==> config.mk <==
export PLATFORM = sky130hd
export DESIGN_NAME = memory_byte_sequencer
export DESIGN_NICKNAME = d
export VERILOG_FILES = /design/src/rtl/memory_byte_sequencer_pkg.sv /design/src/rtl/memory_byte_sequencer_byte_lane_assembler.sv /design/src/rtl/memory_byte_sequencer.sv
export SDC_FILE = /design/constraint.sdc
export NUM_CORES = 1
export LEC_CHECK = 0
export ABC_AREA = 1
export BUFFER_PORTS_ARGS = -buffer_cell sky130_fd_sc_hd__buf_2
export CAP_MARGIN = 25
export CORE_ASPECT_RATIO = 0.5
export CORE_MARGIN = 4
export CORE_UTILIZATION = 55
export DETAILED_ROUTE_END_ITERATION = 8
export GPL_TIMING_DRIVEN = 0
export HOLD_SLACK_MARGIN = 0.06
export PLACE_DENSITY = 0.86
export REMOVE_ABC_BUFFERS = 1
export SLEW_MARGIN = 0
export SYNTH_ARGS = -nofsm -noshare
export SYNTH_HDL_FRONTEND = slang
export SYNTH_SLANG_ARGS = --single-unit
==> constraint.sdc <==
create_clock -name clock -period 3.85 [get_ports clock]
set_input_delay 0.77 -clock clock [delete_from_list [all_inputs] [get_ports clock]]
set_output_delay 0.77 -clock clock [all_outputs]
set_load 0.03 [all_outputs]
==> src/rtl/memory_byte_sequencer_pkg.sv <==
// Shared definitions for the memory byte sequencer.
//   state_e        : FSM state encoding
//   SZ_*           : access size codes carried on the size port
//   INVALID_ADDR   : empty-stack sentinel emitted by the address handler
//   lane_count()   : number of byte lanes touched by a given size code
package memory_byte_sequencer_pkg;

    typedef enum logic [2:0] {
        ST_IDLE,
        ST_RUN,
        ST_DRAIN,
        ST_FINISH,
        ST_ERR
    } state_e;

    localparam logic [1:0] SZ_BYTE = 2'b00;
    localparam logic [1:0] SZ_HALF = 2'b01;
    localparam logic [1:0] SZ_WORD = 2'b10;
    localparam logic [1:0] SZ_RSVD = 2'b11;

    localparam logic [31:0] INVALID_ADDR = 32'hFFFF_FFFF;

    // Reserved size maps to zero lanes; it never reaches RUN.
    function automatic logic [2:0] lane_count(input logic [1:0] sz);
        case (sz)
            SZ_BYTE: lane_count = 3'd1;
            SZ_HALF: lane_count = 3'd2;
            SZ_WORD: lane_count = 3'd4;
            default: lane_count = 3'd0;
        endcase
    endfunction

endpackage

==> src/rtl/memory_byte_sequencer_byte_lane_assembler.sv <==
// Byte lane steering for the memory byte sequencer.
//   addrs_in / wdata_in / sel : lane-select mux producing the RAM address and write byte
//   lane_addr / lane_wdata    : selected lane (combinational)
//   rd_clr / rd_we / rd_lane / rd_byte : read-word lane register control
//   rdata                     : assembled read word (registered, cleared on async reset)
module byte_lane_assembler #(
    parameter int unsigned MEM_AW = 13
) (
    input  logic                  clock,
    input  logic                  reset,
    input  logic [4*MEM_AW-1:0]   addrs_in,
    input  logic [31:0]           wdata_in,
    input  logic [1:0]            sel,
    output logic [MEM_AW-1:0]     lane_addr,
    output logic [7:0]            lane_wdata,
    input  logic                  rd_clr,
    input  logic                  rd_we,
    input  logic [1:0]            rd_lane,
    input  logic [7:0]            rd_byte,
    output logic [31:0]           rdata
);

    logic [31:0] rdata_d;
    logic [31:0] rdata_q;

    always_comb begin
        lane_addr  = addrs_in[sel*MEM_AW +: MEM_AW];
        lane_wdata = wdata_in[{sel, 3'b000} +: 8];
    end

    // Clear wins over a capture so a newly accepted start always begins from zero.
    always_comb begin
        rdata_d = rdata_q;
        if (rd_clr) begin
            rdata_d = '0;
        end else if (rd_we) begin
            rdata_d[{rd_lane, 3'b000} +: 8] = rd_byte;
        end
    end

    always_ff @(posedge clock or negedge reset) begin
        if (!reset) begin
            rdata_q <= '0;
        end else begin
            rdata_q <= rdata_d;
        end
    end

    assign rdata = rdata_q;

endmodule

==> src/rtl/memory_byte_sequencer.sv <==
// Memory byte sequencer: performs a 1/2/4-byte access on a byte-wide RAM, one
// lane per cycle, using the four per-byte addresses from the address handler.
//   clock, reset (async active-low)
//   start, write_en, size, byte0..byte3, wdata : request (sampled in IDLE)
//   mem_en, mem_we, mem_addr, mem_wdata, mem_rdata : RAM interface (registered outputs)
//   rdata, busy, done, error : result and status
module memory_byte_sequencer #(
    parameter int unsigned MEM_AW       = 13,
    parameter logic [31:0] INVALID_ADDR = memory_byte_sequencer_pkg::INVALID_ADDR
) (
    input  logic              clock,
    input  logic              reset,
    input  logic              start,
    input  logic              write_en,
    input  logic [1:0]        size,
    input  logic [31:0]       byte0,
    input  logic [31:0]       byte1,
    input  logic [31:0]       byte2,
    input  logic [31:0]       byte3,
    input  logic [31:0]       wdata,
    output logic              mem_en,
    output logic              mem_we,
    output logic [MEM_AW-1:0] mem_addr,
    output logic [7:0]        mem_wdata,
    input  logic [7:0]        mem_rdata,
    output logic [31:0]       rdata,
    output logic              busy,
    output logic              done,
    output logic              error
);

    import memory_byte_sequencer_pkg::*;

    state_e                   state_d, state_q;
    logic [1:0]               idx_d, idx_q;
    logic                     we_d, we_q;
    logic [1:0]               size_d, size_q;
    logic [3:0][MEM_AW-1:0]   addrs_d, addrs_q;
    logic [31:0]              wdata_d, wdata_q;
    logic                     mem_en_d, mem_en_q;
    logic                     mem_we_d, mem_we_q;
    logic [MEM_AW-1:0]        mem_addr_d, mem_addr_q;
    logic [7:0]               mem_wdata_d, mem_wdata_q;
    logic                     busy_d, busy_q;
    logic                     done_d, done_q;
    logic                     error_d, error_q;

    logic [3:0][31:0]         byte_in;
    logic                     req_bad;
    logic [1:0]               last_idx;
    logic                     rd_clr, rd_we;
    logic [1:0]               rd_lane;
    logic [MEM_AW-1:0]        lane_addr;
    logic [7:0]               lane_wdata;

    assign byte_in = {byte3, byte2, byte1, byte0};

    // Only the lanes the requested size will touch are range-checked.
    always_comb begin
        req_bad = (size == SZ_RSVD);
        for (int i = 0; i < 4; i++) begin
            if (i < int'(lane_count(size))) begin
                if (byte_in[i] == INVALID_ADDR || (byte_in[i] >> MEM_AW) != 32'd0) begin
                    req_bad = 1'b1;
                end
            end
        end
    end

    assign last_idx = 2'(lane_count(size_q) - 3'd1);

    always_comb begin
        state_d = state_q;
        idx_d   = idx_q;
        we_d    = we_q;
        size_d  = size_q;
        addrs_d = addrs_q;
        wdata_d = wdata_q;
        rd_clr  = 1'b0;
        rd_we   = 1'b0;
        rd_lane = idx_q - 2'd1;

        case (state_q)
            ST_IDLE: begin
                if (start) begin
                    we_d    = write_en;
                    size_d  = size;
                    for (int i = 0; i < 4; i++) begin
                        addrs_d[i] = byte_in[i][MEM_AW-1:0];
                    end
                    wdata_d = wdata;
                    idx_d   = 2'd0;
                    rd_clr  = 1'b1;
                    state_d = req_bad ? ST_ERR : ST_RUN;
                end
            end
            ST_RUN: begin
                // Read data lags the issue by one cycle, so lane idx-1 lands now.
                if (!we_q && idx_q != 2'd0) begin
                    rd_we = 1'b1;
                end
                if (idx_q == last_idx) begin
                    state_d = we_q ? ST_FINISH : ST_DRAIN;
                end else begin
                    idx_d = idx_q + 2'd1;
                end
            end
            ST_DRAIN: begin
                rd_we   = 1'b1;
                rd_lane = last_idx;
                state_d = ST_FINISH;
            end
            ST_FINISH: state_d = ST_IDLE;
            ST_ERR:    state_d = ST_IDLE;
            default:   state_d = ST_IDLE;
        endcase

        // Outputs are registered from the next state so RAM signals line up with RUN cycles.
        mem_en_d    = (state_d == ST_RUN);
        mem_we_d    = mem_en_d && we_d;
        mem_addr_d  = mem_en_d ? lane_addr  : '0;
        mem_wdata_d = mem_en_d ? lane_wdata : '0;
        busy_d      = (state_d != ST_IDLE);
        done_d      = (state_d == ST_FINISH) || (state_d == ST_ERR);
        error_d     = (state_d == ST_ERR);
    end

    byte_lane_assembler #(
        .MEM_AW(MEM_AW)
    ) u_lanes (
        .clock     (clock),
        .reset     (reset),
        .addrs_in  (addrs_d),
        .wdata_in  (wdata_d),
        .sel       (idx_d),
        .lane_addr (lane_addr),
        .lane_wdata(lane_wdata),
        .rd_clr    (rd_clr),
        .rd_we     (rd_we),
        .rd_lane   (rd_lane),
        .rd_byte   (mem_rdata),
        .rdata     (rdata)
    );

    always_ff @(posedge clock or negedge reset) begin
        if (!reset) begin
            state_q     <= ST_IDLE;
            idx_q       <= '0;
            we_q        <= 1'b0;
            size_q      <= '0;
            addrs_q     <= '0;
            wdata_q     <= '0;
            mem_en_q    <= 1'b0;
            mem_we_q    <= 1'b0;
            mem_addr_q  <= '0;
            mem_wdata_q <= '0;
            busy_q      <= 1'b0;
            done_q      <= 1'b0;
            error_q     <= 1'b0;
        end else begin
            state_q     <= state_d;
            idx_q       <= idx_d;
            we_q        <= we_d;
            size_q      <= size_d;
            addrs_q     <= addrs_d;
            wdata_q     <= wdata_d;
            mem_en_q    <= mem_en_d;
            mem_we_q    <= mem_we_d;
            mem_addr_q  <= mem_addr_d;
            mem_wdata_q <= mem_wdata_d;
            busy_q      <= busy_d;
            done_q      <= done_d;
            error_q     <= error_d;
        end
    end

    assign mem_en    = mem_en_q;
    assign mem_we    = mem_we_q;
    assign mem_addr  = mem_addr_q;
    assign mem_wdata = mem_wdata_q;
    assign busy      = busy_q;
    assign done      = done_q;
    assign error     = error_q;

endmodule
==> flow_metrics.tcl <==
set metrics [dict create \
    final_nets 1319 \
    synthFlopType "dfrtp_1" \
    drc_errors 0 \
    die_height_um 88.5 \
    synth_top_area_cell "dfrtp_1" \
    fillCellCount 1042 \
    outcome "finished clean" \
    timing.final.max_slew_violations 0 \
    grt_pass1_vias 6503 \
    num_rows 29 \
    clock_latency_ns 0.41 \
    yosys-top-cells-area "dfrtp_1 (53%), nand2_1 (24%), nand3_1 (5.1%)" \
    cp.arrival_ns 3.25 \
    finalSetupViolations 0 \
    ant_nets 0 \
    p_leak_nw 5.18 \
    power_density_nw_per_um2 438 \
    fmax_mhz 340 \
    multi_input_area_sq_um 2960 \
    finClkSkew_ns 0.0141 \
    drt_pass1_iterations 5 \
    endpoint_kind "flop" \
    critPathKind "reg -> reg" \
    grt_first_pass_wirelength_um 30800 \
    io_buffers 231 \
    gp_congestion 0.863 \
    syn_avg_cell_area_sq_um 7.73 \
    syn_area_sq_um 7130 \
    hold_viol 0 \
    crit_fanout 53 \
    cts-buffers-inserted 17 \
    fin_crit_ns 2.94 \
    yosysWarningCount 0 \
    io_pins 232 \
    die-area_sq_um 15000 \
    ys_top_cells_by_count "nand2_1 (454), dfrtp_1 (150), nor2_1 (79)" \
    synth_cell_types 31 \
    synth_edf_count 0 \
    seq_area_frac_synth_pct 52.6 \
    finalCritPeriodShare_pct 76.3 \
    maxCapViolations 0 \
    syn_to_final_growth_pct 25.9 \
    grt_usage_pct 25.4 \
    diodes 0 \
    worst_slack_ns 0.911 \
    cts_sinks 150 \
    root_buffer "clkbuf_16" \
    worst_slew_pin_slew_ns 0.990 \
    drive_above_1_share_pct 25.7 \
    grt_overflow_total 0 \
    grt_max_degree 90 \
    route.vias.total 6729 \
    relSlewSlack_pct 33.8 \
    wl_um 19000 \
    yosysMostFrequentCell "nand2_1" \
    yosysTopAreaCellShare_pct 52.6 \
    place_hpwl_um 12700 \
    yosys_register_bits 150 \
    start_util_pct 56.3 \
    fp.coreArea_sq_um 12700 \
    cts_max_level 4 \
    drt_iter0_drc 545 \
    total_power_mw 3.93 \
    cts_tree "yes" \
    peakVddDrop_uv 299 \
    startpoint_type "flop" \
    cts_hold_buf 0 \
    post-place-ws_ns 0.0186 \
    clk_pin_slew_worst_paths_ns 0.07 \
    postCtsSetupBuffers 0 \
    worst_ep_required_time_ns 4.17 \
    synth-async-reset-ratio_pct 100 \
    cts.path.max_buffers 2 \
    postSynthCellCount 923 \
    antenna_found_initial 0 \
    holdWs_ns 0.341 \
    register_area_sq_um 3750 \
    cts-resized-gates 0 \
    rsz0062_at_grt "no" \
    postLayoutCoreUtil_pct 70.9 \
    vias_per_cell 5.10 \
    hp-class "in -> async" \
    die_x_um 169 \
    detail_route.wl_per_cell_um 14.4 \
]
per-stage QoR:
stage	area, sq um	setup TNS, ns	std cells
floorplan	6890	0	881
global placement	8260	-26.89	1282
detailed placement	8380	0	1287
CTS	8960	0	1319
global route	8980	0	1320
finish	8980	0	1320
layer usage:
layer	vias up	share of wire, %	routed length, um	global-route usage, %
met5	-	0	0	0
met4	0	1.7	323	10.3
met3	31	6.1	1160	4.15
met2	241	49	9380	42.8
met1	3163	43	8130	33.8
li1	3294	-	-	-
kinds of logic (layout without fill, tap and decap cells):
kind of cell	Yosys count	count (layout)	synth area share, %
fa+ha+maj	8	8	1.40
compound gates	50	50	4.32
flops	150	150	52.6
buf+inv	90	317	5.84
simple gates	624	624	35.6
xor+xnor	1	1	0.228
state kept, by name, indices dropped and copies added, names as in the netlist:
signal and flops:
mem_wdata 8, error 1, addrs_q 52, we_q 1
mem_addr 13, done 1, wdata_q 32, busy 1
u_lanes.rdata 32, state_q 3, idx_q 2, mem_en 1
mem_we 1, size_q 2
report_power, final:
part | switching, mW | leakage (nW) | internal [mW]
logic | 0.332 | 2.96 | 0.206
registers | 0.0451 | 1.93 | 1.71
clock network | 0.714 | 0.285 | 0.928
worst max-delay path: stages, from the launching register on:
cell and delay, ns:
dfrtp_1 0.41, nor2_4 0.15, nand3_4 0.46, inv_4 0.63, buf_12 0.29, nand3_1 0.16
nand2_1 0.11, nand2_2 0.34, nor2_1 0.26
area by class of cell:
| cell class | instances | share of cell area, % |
|---|---|---|
| clock inverters | 14 | 1.57 |
| multi-input cells | 683 | 33.0 |
| well taps | 170 | 2.37 |
| repair buffers | 237 | 14.3 |
| clock buffers | 18 | 4.89 |
| inverters | 48 | 2.03 |
| flip-flops and latches | 150 | 41.8 |
placed cells by master (no fill, tap or decap), drive strengths merged:
cell / Yosys / layout
buf: 33 / 237
a21oi: 6 / 6
clkbuf: 9 / 18
nor2: 82 / 82
or2: 4 / 4
nand2: 457 / 457
nand3: 75 / 75
and2: 1 / 1
xnor2: 1 / 1
inv: 48 / 55
clkinv: 0 / 5
clkinvlp: 0 / 1
ha: 8 / 8
o21ai: 36 / 36
nand4: 5 / 5
dfrtp: 150 / 150
bufinv: 0 / 1
o31ai: 8 / 8
final timing paths:
path / start / endpoint / slack (ns) / cells after the start
max reg2reg: state_q[2]$_DFF_PN0_ / mem_addr[3]$_DFF_PN0_ / 0.91 / 8
min reg2reg: addrs_q[19]$_DFF_PN0_ / addrs_q[19]$_DFF_PN0_ / 0.48 / 2
min in group clock: addrs_q[19]$_DFF_PN0_ / addrs_q[19]$_DFF_PN0_ / 0.48 / 2
max: state_q[2]$_DFF_PN0_ / mem_addr[3]$_DFF_PN0_ / 0.91 / 8
max in group asynchronous: reset / wdata_q[16]$_DFF_PN0_ / 2.66 / 2
min: reset / u_lanes.rdata[24]$_DFFE_PN0P_ / 0.34 / 1
Note: power is estimated with default switching activity, not from simulation.
